===== src/rtl/stopwatch_sequencer_pkg.sv =====
// stopwatch_pkg: state encoding and default timing constants shared by the
// stopwatch sequencer and the display controller.
package stopwatch_pkg;

    typedef enum logic [1:0] {
        IDLE = 2'd0,
        RUN  = 2'd1,
        STEP = 2'd2,
        HOLD = 2'd3
    } sw_state_e;

    localparam int unsigned TICK_DIV_DEFAULT      = 100000;
    localparam int unsigned REPEAT_DELAY_DEFAULT  = 500;
    localparam int unsigned REPEAT_PERIOD_DEFAULT = 100;

    // Width of a counter that must hold values 0..maxVal, never narrower than 1 bit.
    function automatic int unsigned cntWidth(input int unsigned maxVal);
        int unsigned w;
        w = $clog2(maxVal + 1);
        return (w < 1) ? 1 : w;
    endfunction

endpackage


===== src/rtl/stopwatch_sequencer_if.sv =====
// Button inputs and control outputs of the stopwatch sequencer.
// master: the side driving the buttons; slave: the sequencer itself.
interface stopwatch_sequencer_if;

    logic       start_i;
    logic       stop_i;
    logic       incre_i;
    logic       lap_i;
    logic       count_en_o;
    logic       capture_o;
    logic       freeze_o;
    logic       run_o;
    logic [1:0] state_o;

    modport master (
        output start_i, stop_i, incre_i, lap_i,
        input  count_en_o, capture_o, freeze_o, run_o, state_o
    );

    modport slave (
        input  start_i, stop_i, incre_i, lap_i,
        output count_en_o, capture_o, freeze_o, run_o, state_o
    );

endinterface


===== src/rtl/stopwatch_sequencer_cond.sv =====
// button_conditioner: two-flop synchronizer for a raw asynchronous button,
// followed by a third flop for rising-edge detection. A held button yields a
// single rise pulse; a re-press needs at least one low synced cycle.
module button_conditioner (
    input  logic clk,
    input  logic rst,
    input  logic btn_i,
    output logic level_o,
    output logic rise_o
);

    logic sync1_q;
    logic sync2_q;
    logic sync3_q;

    // Synchronizer chain plus one delay stage for the edge detector.
    always_ff @(posedge clk) begin
        if (rst) begin
            sync1_q <= 1'b0;
            sync2_q <= 1'b0;
            sync3_q <= 1'b0;
        end else begin
            sync1_q <= btn_i;
            sync2_q <= sync1_q;
            sync3_q <= sync2_q;
        end
    end

    assign level_o = sync2_q;
    assign rise_o  = sync2_q & ~sync3_q;

endmodule


===== src/rtl/stopwatch_sequencer.sv =====
// stopwatch_sequencer: conditions the start/stop/incre/lap buttons, derives
// count ticks from a free-running divider and runs the IDLE/RUN/STEP/HOLD
// mode machine. All outputs are registered one-cycle pulses or levels.
// Optional feature macro: STOPWATCH_SEQ_AUTOREPEAT_EN enables incre
// auto-repeat while in HOLD.
module stopwatch_sequencer
    import stopwatch_pkg::*;
#(
    parameter int unsigned TICK_DIV      = TICK_DIV_DEFAULT,
    parameter int unsigned REPEAT_DELAY  = REPEAT_DELAY_DEFAULT,
    parameter int unsigned REPEAT_PERIOD = REPEAT_PERIOD_DEFAULT
) (
    input  logic                 clk,
    input  logic                 rst,
    stopwatch_sequencer_if.slave bus
);

    localparam int unsigned DIV_W = $clog2(TICK_DIV);

    // Reject parameter values the divider and repeat counter cannot handle.
    if (TICK_DIV < 2 || TICK_DIV > (1 << 20) || REPEAT_DELAY < 1 || REPEAT_PERIOD < 1) begin : g_badParams
        $error("stopwatch_sequencer: illegal TICK_DIV/REPEAT_DELAY/REPEAT_PERIOD");
    end

    logic startLevel, startRise;
    logic stopLevel,  stopRise;
    logic increLevel, increRise;
    logic lapLevel,   lapRise;

    button_conditioner u_condStart (.clk(clk), .rst(rst), .btn_i(bus.start_i), .level_o(startLevel), .rise_o(startRise));
    button_conditioner u_condStop  (.clk(clk), .rst(rst), .btn_i(bus.stop_i),  .level_o(stopLevel),  .rise_o(stopRise));
    button_conditioner u_condIncre (.clk(clk), .rst(rst), .btn_i(bus.incre_i), .level_o(increLevel), .rise_o(increRise));
    button_conditioner u_condLap   (.clk(clk), .rst(rst), .btn_i(bus.lap_i),   .level_o(lapLevel),   .rise_o(lapRise));

    logic [DIV_W-1:0] div_q;
    logic [DIV_W-1:0] div_d;
    logic             tick;

    assign tick  = (div_q == DIV_W'(TICK_DIV - 1));
    assign div_d = tick ? '0 : div_q + 1'b1;

    // Free-running tick divider; it ignores the mode so ticks stay evenly spaced.
    always_ff @(posedge clk) begin
        if (rst) begin
            div_q <= '0;
        end else begin
            div_q <= div_d;
        end
    end

`ifdef STOPWATCH_SEQ_AUTOREPEAT_EN
    localparam int unsigned REP_MAX = (REPEAT_DELAY > REPEAT_PERIOD) ? REPEAT_DELAY : REPEAT_PERIOD;
    localparam int unsigned REP_W   = cntWidth(REP_MAX);

    logic [REP_W-1:0] repCnt_q;
    logic             repeating_q;
`endif

    sw_state_e state_q;
    logic      countEn_q;
    logic      capture_q;
    logic      freeze_q;
    logic      run_q;

    // Mode machine with registered outputs, including the HOLD repeat counter when built.
    always_ff @(posedge clk) begin
        if (rst) begin
            state_q     <= IDLE;
            countEn_q   <= 1'b0;
            capture_q   <= 1'b0;
            freeze_q    <= 1'b0;
            run_q       <= 1'b0;
`ifdef STOPWATCH_SEQ_AUTOREPEAT_EN
            repCnt_q    <= '0;
            repeating_q <= 1'b0;
`endif
        end else begin
            countEn_q <= 1'b0;
            capture_q <= 1'b0;
            case (state_q)
                IDLE: begin
                    if (startRise) begin
                        state_q <= RUN;
                        run_q   <= 1'b1;
                    end else if (increRise) begin
                        state_q   <= STEP;
                        countEn_q <= 1'b1;
                    end
                end
                RUN: begin
                    if (stopRise) begin
                        state_q  <= IDLE;
                        run_q    <= 1'b0;
                        freeze_q <= 1'b0;
                    end else begin
                        countEn_q <= tick;
                        if (lapRise) begin
                            if (!freeze_q) begin
                                capture_q <= 1'b1;
                                freeze_q  <= 1'b1;
                            end else begin
                                freeze_q  <= 1'b0;
                            end
                        end
                    end
                end
                STEP: begin
                    state_q <= HOLD;
`ifdef STOPWATCH_SEQ_AUTOREPEAT_EN
                    repCnt_q    <= '0;
                    repeating_q <= 1'b0;
`endif
                end
                HOLD: begin
                    if (!increLevel) begin
                        state_q <= IDLE;
                    end
`ifdef STOPWATCH_SEQ_AUTOREPEAT_EN
                    else if (tick) begin
                        if (!repeating_q && repCnt_q == REP_W'(REPEAT_DELAY - 1)) begin
                            countEn_q   <= 1'b1;
                            repeating_q <= 1'b1;
                            repCnt_q    <= '0;
                        end else if (repeating_q && repCnt_q == REP_W'(REPEAT_PERIOD - 1)) begin
                            countEn_q   <= 1'b1;
                            repCnt_q    <= '0;
                        end else if (repCnt_q != '1) begin
                            repCnt_q    <= repCnt_q + 1'b1;
                        end
                    end
`endif
                end
                default: begin
                    state_q <= IDLE;
                    run_q   <= 1'b0;
                end
            endcase
        end
    end

    assign bus.count_en_o = countEn_q;
    assign bus.capture_o  = capture_q;
    assign bus.freeze_o   = freeze_q;
    assign bus.run_o      = run_q;
    assign bus.state_o    = state_q;

endmodule


===== src/flat_wrapper.sv =====
// flat-port wrapper written by rule: the top's interface ports become plain ports
module stopwatch_sequencer_flat import stopwatch_pkg::*;
#(
    parameter int unsigned TICK_DIV      = TICK_DIV_DEFAULT,
    parameter int unsigned REPEAT_DELAY  = REPEAT_DELAY_DEFAULT,
    parameter int unsigned REPEAT_PERIOD = REPEAT_PERIOD_DEFAULT
)
  (clk, rst, bus_start_i, bus_stop_i, bus_incre_i, bus_lap_i, bus_count_en_o, bus_capture_o, bus_freeze_o, bus_run_o, bus_state_o);
  stopwatch_sequencer_if bus_i ();
  input  logic clk;
  input  logic rst;
  input wire logic [$bits(bus_i.start_i)-1:0] bus_start_i;
  input wire logic [$bits(bus_i.stop_i)-1:0] bus_stop_i;
  input wire logic [$bits(bus_i.incre_i)-1:0] bus_incre_i;
  input wire logic [$bits(bus_i.lap_i)-1:0] bus_lap_i;
  output wire logic [$bits(bus_i.count_en_o)-1:0] bus_count_en_o;
  output wire logic [$bits(bus_i.capture_o)-1:0] bus_capture_o;
  output wire logic [$bits(bus_i.freeze_o)-1:0] bus_freeze_o;
  output wire logic [$bits(bus_i.run_o)-1:0] bus_run_o;
  output wire logic [$bits(bus_i.state_o)-1:0] bus_state_o;
  assign bus_i.start_i = bus_start_i;
  assign bus_i.stop_i = bus_stop_i;
  assign bus_i.incre_i = bus_incre_i;
  assign bus_i.lap_i = bus_lap_i;
  assign bus_count_en_o = bus_i.count_en_o;
  assign bus_capture_o = bus_i.capture_o;
  assign bus_freeze_o = bus_i.freeze_o;
  assign bus_run_o = bus_i.run_o;
  assign bus_state_o = bus_i.state_o;
  stopwatch_sequencer #(.TICK_DIV(TICK_DIV), .REPEAT_DELAY(REPEAT_DELAY), .REPEAT_PERIOD(REPEAT_PERIOD)) u_core (.clk(clk), .rst(rst), .bus(bus_i));
endmodule

===== config.mk =====
export PLATFORM = sky130hd
export DESIGN_NAME = stopwatch_sequencer_flat
export DESIGN_NICKNAME = d
export VERILOG_FILES = /design/src/rtl/stopwatch_sequencer_pkg.sv /design/src/rtl/stopwatch_sequencer_if.sv /design/src/rtl/stopwatch_sequencer_cond.sv /design/src/rtl/stopwatch_sequencer.sv /design/src/flat_wrapper.sv
export SDC_FILE = /design/constraint.sdc
export NUM_CORES = 1
export LEC_CHECK = 0
export BUFFER_PORTS_ARGS = -buffer_cell sky130_fd_sc_hd__buf_2
export CORE_MARGIN = 4
export CORE_UTILIZATION = 48
export CTS_BUF_LIST = sky130_fd_sc_hd__clkbuf_4 sky130_fd_sc_hd__clkbuf_8
export DETAILED_ROUTE_END_ITERATION = 8
export HOLD_SLACK_MARGIN = 0.02
export PLACE_DENSITY = 0.68
export SKIP_LAST_GASP = 1
export SLEW_MARGIN = 20
export SYNTH_ARGS = -nofsm -noshare
export SYNTH_HDL_FRONTEND = slang
export SYNTH_HIERARCHICAL = 1
export SYNTH_SLANG_ARGS = --single-unit

===== constraint.sdc =====
create_clock -name clk -period 2.25 [get_ports clk]
set_input_delay 0.225 -clock clk [delete_from_list [all_inputs] [get_ports clk]]
set_output_delay 0.225 -clock clk [all_outputs]
set_load 0.005 [all_outputs]

==> summary.md <==
| Metric | Value |
|---|---|
| RSZ-0062 raised after global routing | false |
| Post-Synth Adder-Cell Area | 0.894% |
| Antenna viol nets, final | 0 |
| Area leader, netlist | dfxtp_1 |
| Synth Instances | between 100 and 150 |
| Vias in the first global route | around 930 |
| Htree depth | 2 |
| WHS | 0.0960 ns |
| Clk pin slew, worst setup/hold paths | 0.11 ns |
| Largest family of logic cells by synthesized area | simple AND/OR/NAND/NOR gates |
| CP arrival | 2.18 ns |
| Inserted Clock Buffers | 5 |
| Cell area power density | 754 mW/mm^2 |
| Pint | roughly 0.0009 W |
| I/O pin cnt | 12 |
| Avg Cell Area, Syn | 9.58 sq um |
| Last weighted congestion value of the routability-driven placer | 0.820 |
| Overflow after GRT | 0 |
| Crit path capture type | flip-flop |
| Slew @ Worst Pin | 0.520 ns |
| Yosys Warn Count | 6 |
| CP Max Fanout | 17 |
| Sequential cell area fraction in the yosys report | 50.1% |
| Area of the core | 0.00278 sq mm |
| Simple-gate area share of the yosys netlist | between 30% and 40% |
| # fillers | 273 |
| Clk buf depth | 2 |
| Final Hold Viols | 0 |
| Seq cells post-synth | 35 |
| Die height | about 62 microns |
| Worst skew pair latency | 0.33 ns |
| Crit path time final | ~2 ns |
| Synth Cell Area | about 0.0014 sq mm |
| Slew headroom | approximately 65% |
| Port Buffer Count | 11 |
| Skew final | 0.00580 ns |
| CTS tree | built |
| Fmax | 506 MHz |
| Cts hold-fix bufs | 0 |
| Gr usage total | 14.5% |
| Slew Limit Fails | 0 |
| Placed cells | around 180 |
| Netlist cell types | 30 |
| Crit Path Class | reg2reg |
| Routed vias/inst | 5.32 |
| Iteration-0 DRC count of the detailed router | 52 |
| DR vias | 1016 |
| Leakage | approximately 0.56 nW |
| Top cell type's share of synthesized area | 50.1% |
| Layout cells sized above 1 | 16.3% |
| Layout area overhead | 9.12% |
| Worst path slowest cell | a21o_1 |
| VDD IR max | 0.000517 V |
| Crit-path leading delay family | simple AND/OR/NAND/NOR gates |
| Mapped Nets | 153 |
| Clk network pwr share | 38.3% |
| Die W | 62.0 microns |
| Post-CTS Setup Bufs | 0 |
| DPL Wire Length | 1640 microns |
| Post-route setup TNS | 0 ns |
| Clk sinks | 35 |
| Drt pass-1 iters | 4 |
| Switching power | 0.000251 W |
| Critical Path Max Stage Delay | between 0.4 and 0.5 ns |
| Diodes inserted | 0 |
| Synth Area in Compound Gates | between 4 and 5% |
| Top post-synthesis cells by area | dfxtp_1, nor2b_1, nor2_1, xnor2_1, nand4_1 |
| Post_cts resized | 0 |
| Buffers & Inverters on Critical Path | 0 |
| Type of the worst min-delay path | in2reg |
| Final std cells w/o fill | 191 |
| Critical-path cell list | ha_1, or4bb_1, nor3_1, a21o_1, nor2_1 |
| First-pass GRT wire length | 4040 microns |
| Sw frac | 21.8% |
| Drc violations | 0 |
| Status | completed |
| Finish-stage setup viols | 0 |
| Initial Util | 50.3% |
| Nets@finish | 166 |
| Routed WL | 2260 microns |
| Tot Pwr | 0.00115 W |
| WP data required | between 2 and 2.5 ns |
| Routed len/inst | 11.9 microns |
| Seq pwr share | 56.7% |
| Initial antenna violation count | 0 |
| Post-synthesis xor/xnor area fraction | a little under a tenth |
| Root Buffer Master | clkbuf_4 |
| Die outline area | 0.00384 sq mm |
| Row cnt | 19 |
| CP Launch Type | flip-flop |
| Mux share of post-synthesis cell area | 0% |
| Largest net degree at the start of global routing | 20 |
| Max-cap violations | 0 |
| Combinational power share | 5.0% |
| Final period util | 87.8% |
-- power by group through the flow --
stage	sequential (W)	clock (W)	combinational, W
after floorplan	0.000665	0	0.0000423
after global placement	0.000666	0	0.0000571
after detailed placement	0.000667	0	0.0000581
after CTS	0.000653	0.000453	0.0000584
after global routing	0.000657	0.000487	0.0000675
final	0.000653	0.000440	0.0000577
-- kinds of logic after synthesis --
kind of cell | after synthesis
AOI/OAI and AO/OA | 10
xor gates and xnor gates | 15
adders and majority gates | 1
buffers and inverters | 9
DFF | 35
and+or+nand+nor | 76
-- final cells by class --
class	instances	area (sq um)	share of cell area (%)
clock inverter	3	43.8	2.87
timing repair buffer	12	62.6	4.10
sequential	35	701	45.9
tap	31	38.8	2.54
multi-input combinational	102	632	41.4
clock buffer	5	37.5	2.46
inverter	3	11.3	0.738
-- state kept, by name, summed over array words and instances, names as in the netlist --
register	flops
u_core/u_condLap/sync3_q	1
u_core/u_condLap/level_o	1
u_core/u_condStop/level_o	1
u_core/div_q	17
u_core/u_condStop/sync1_q	1
u_core/u_condStart/sync1_q	1
u_core/u_condStop/sync3_q	1
u_core/u_condStart/level_o	1
u_core/u_condLap/sync1_q	1
u_core/bus.state_o	2
u_core/u_condStart/sync3_q	1
u_core/u_condIncre/sync3_q	1
u_core/u_condIncre/level_o	1
u_core/u_condIncre/sync1_q	1
u_core/bus.capture_o	1
u_core/bus.freeze_o	1
u_core/bus.count_en_o	1
u_core/bus.run_o	1
-- synthesized netlist by cell type, drive strengths merged --
| cell | number |
|---|---|
| a211oi | 1 |
| a21o | 1 |
| a21oi | 3 |
| a2bb2oi | 2 |
| and3 | 1 |
| and4 | 1 |
| buf | 5 |
| clkbuf | 1 |
| dfxtp | 35 |
| ha | 1 |
| inv | 3 |
| nand2 | 5 |
| nand3 | 8 |
| nand3b | 1 |
| nand4 | 9 |
| nor2 | 21 |
| nor2b | 18 |
| nor3 | 5 |
| nor4 | 5 |
| o211ai | 1 |
| o21ai | 2 |
| or4b | 1 |
| or4bb | 1 |
| xnor2 | 9 |
| xor2 | 6 |
-- cells in the final DEF (no fill, tap or decap), types with 2 or more instances in the layout --
cell type  Yosys  routed
xor2_1         6       6
nand3_1        8       8
nor2b_2        4       4
nand2_1        5       5
inv_1          3       3
clkbuf_4       0       5
nor4_1         5       5
nor2b_1       14      14
nor3_1         4       4
xnor2_1        9       9
dfxtp_1       35      35
a2bb2oi_1      2       2
nor2_1        21      21
a21oi_1        3       3
nand4_1        9       9
o21ai_0        2       2
buf_2          1      11
-- per-layer routing --
metal | global-route usage (%) | up-vias | share of wire (%) | wire length, microns
li1 | - | 528 | - | -
met1 | 19.0 | 465 | 47 | 1070
met2 | 20.9 | 17 | 46 | 1040
met3 | 5.58 | 6 | 4.7 | 107
met4 | 7.27 | 0 | 1.9 | 42
met5 | 0 | - | 0 | 0
-- stage by stage --
| stage | setup slack (ns) | utilization [%] | cell area (sq um) |
|---|---|---|---|
| 2_1_floorplan | 0.480 | - | 1400 |
| 3_3_place_gp | 0.402 | 52.0 | 1450 |
| 3_5_place_dp | 0.282 | 52.0 | 1450 |
| 4_1_cts | 0.266 | 54.9 | 1530 |
| 5_1_grt | 0.0987 | 54.9 | 1530 |
| 6_report | 0.274 | 54.9 | 1530 |
-- path summary, 6_finish.rpt --
kind / startpoint / to / slack [ns] / cells after the start
worst max-delay path: u_core/div_q[0] / u_core/div_q[10] / 0.27 / 5
worst min-delay path: bus_lap_i / u_core/u_condLap/sync1_q / 0.1 / 2
worst max register to register: u_core/div_q[0] / u_core/div_q[10] / 0.27 / 5
worst min register to register: u_core/u_condStop/sync1_q / u_core/u_condStop/level_o / 0.45 / 1
(Power assumes the default switching activity.)
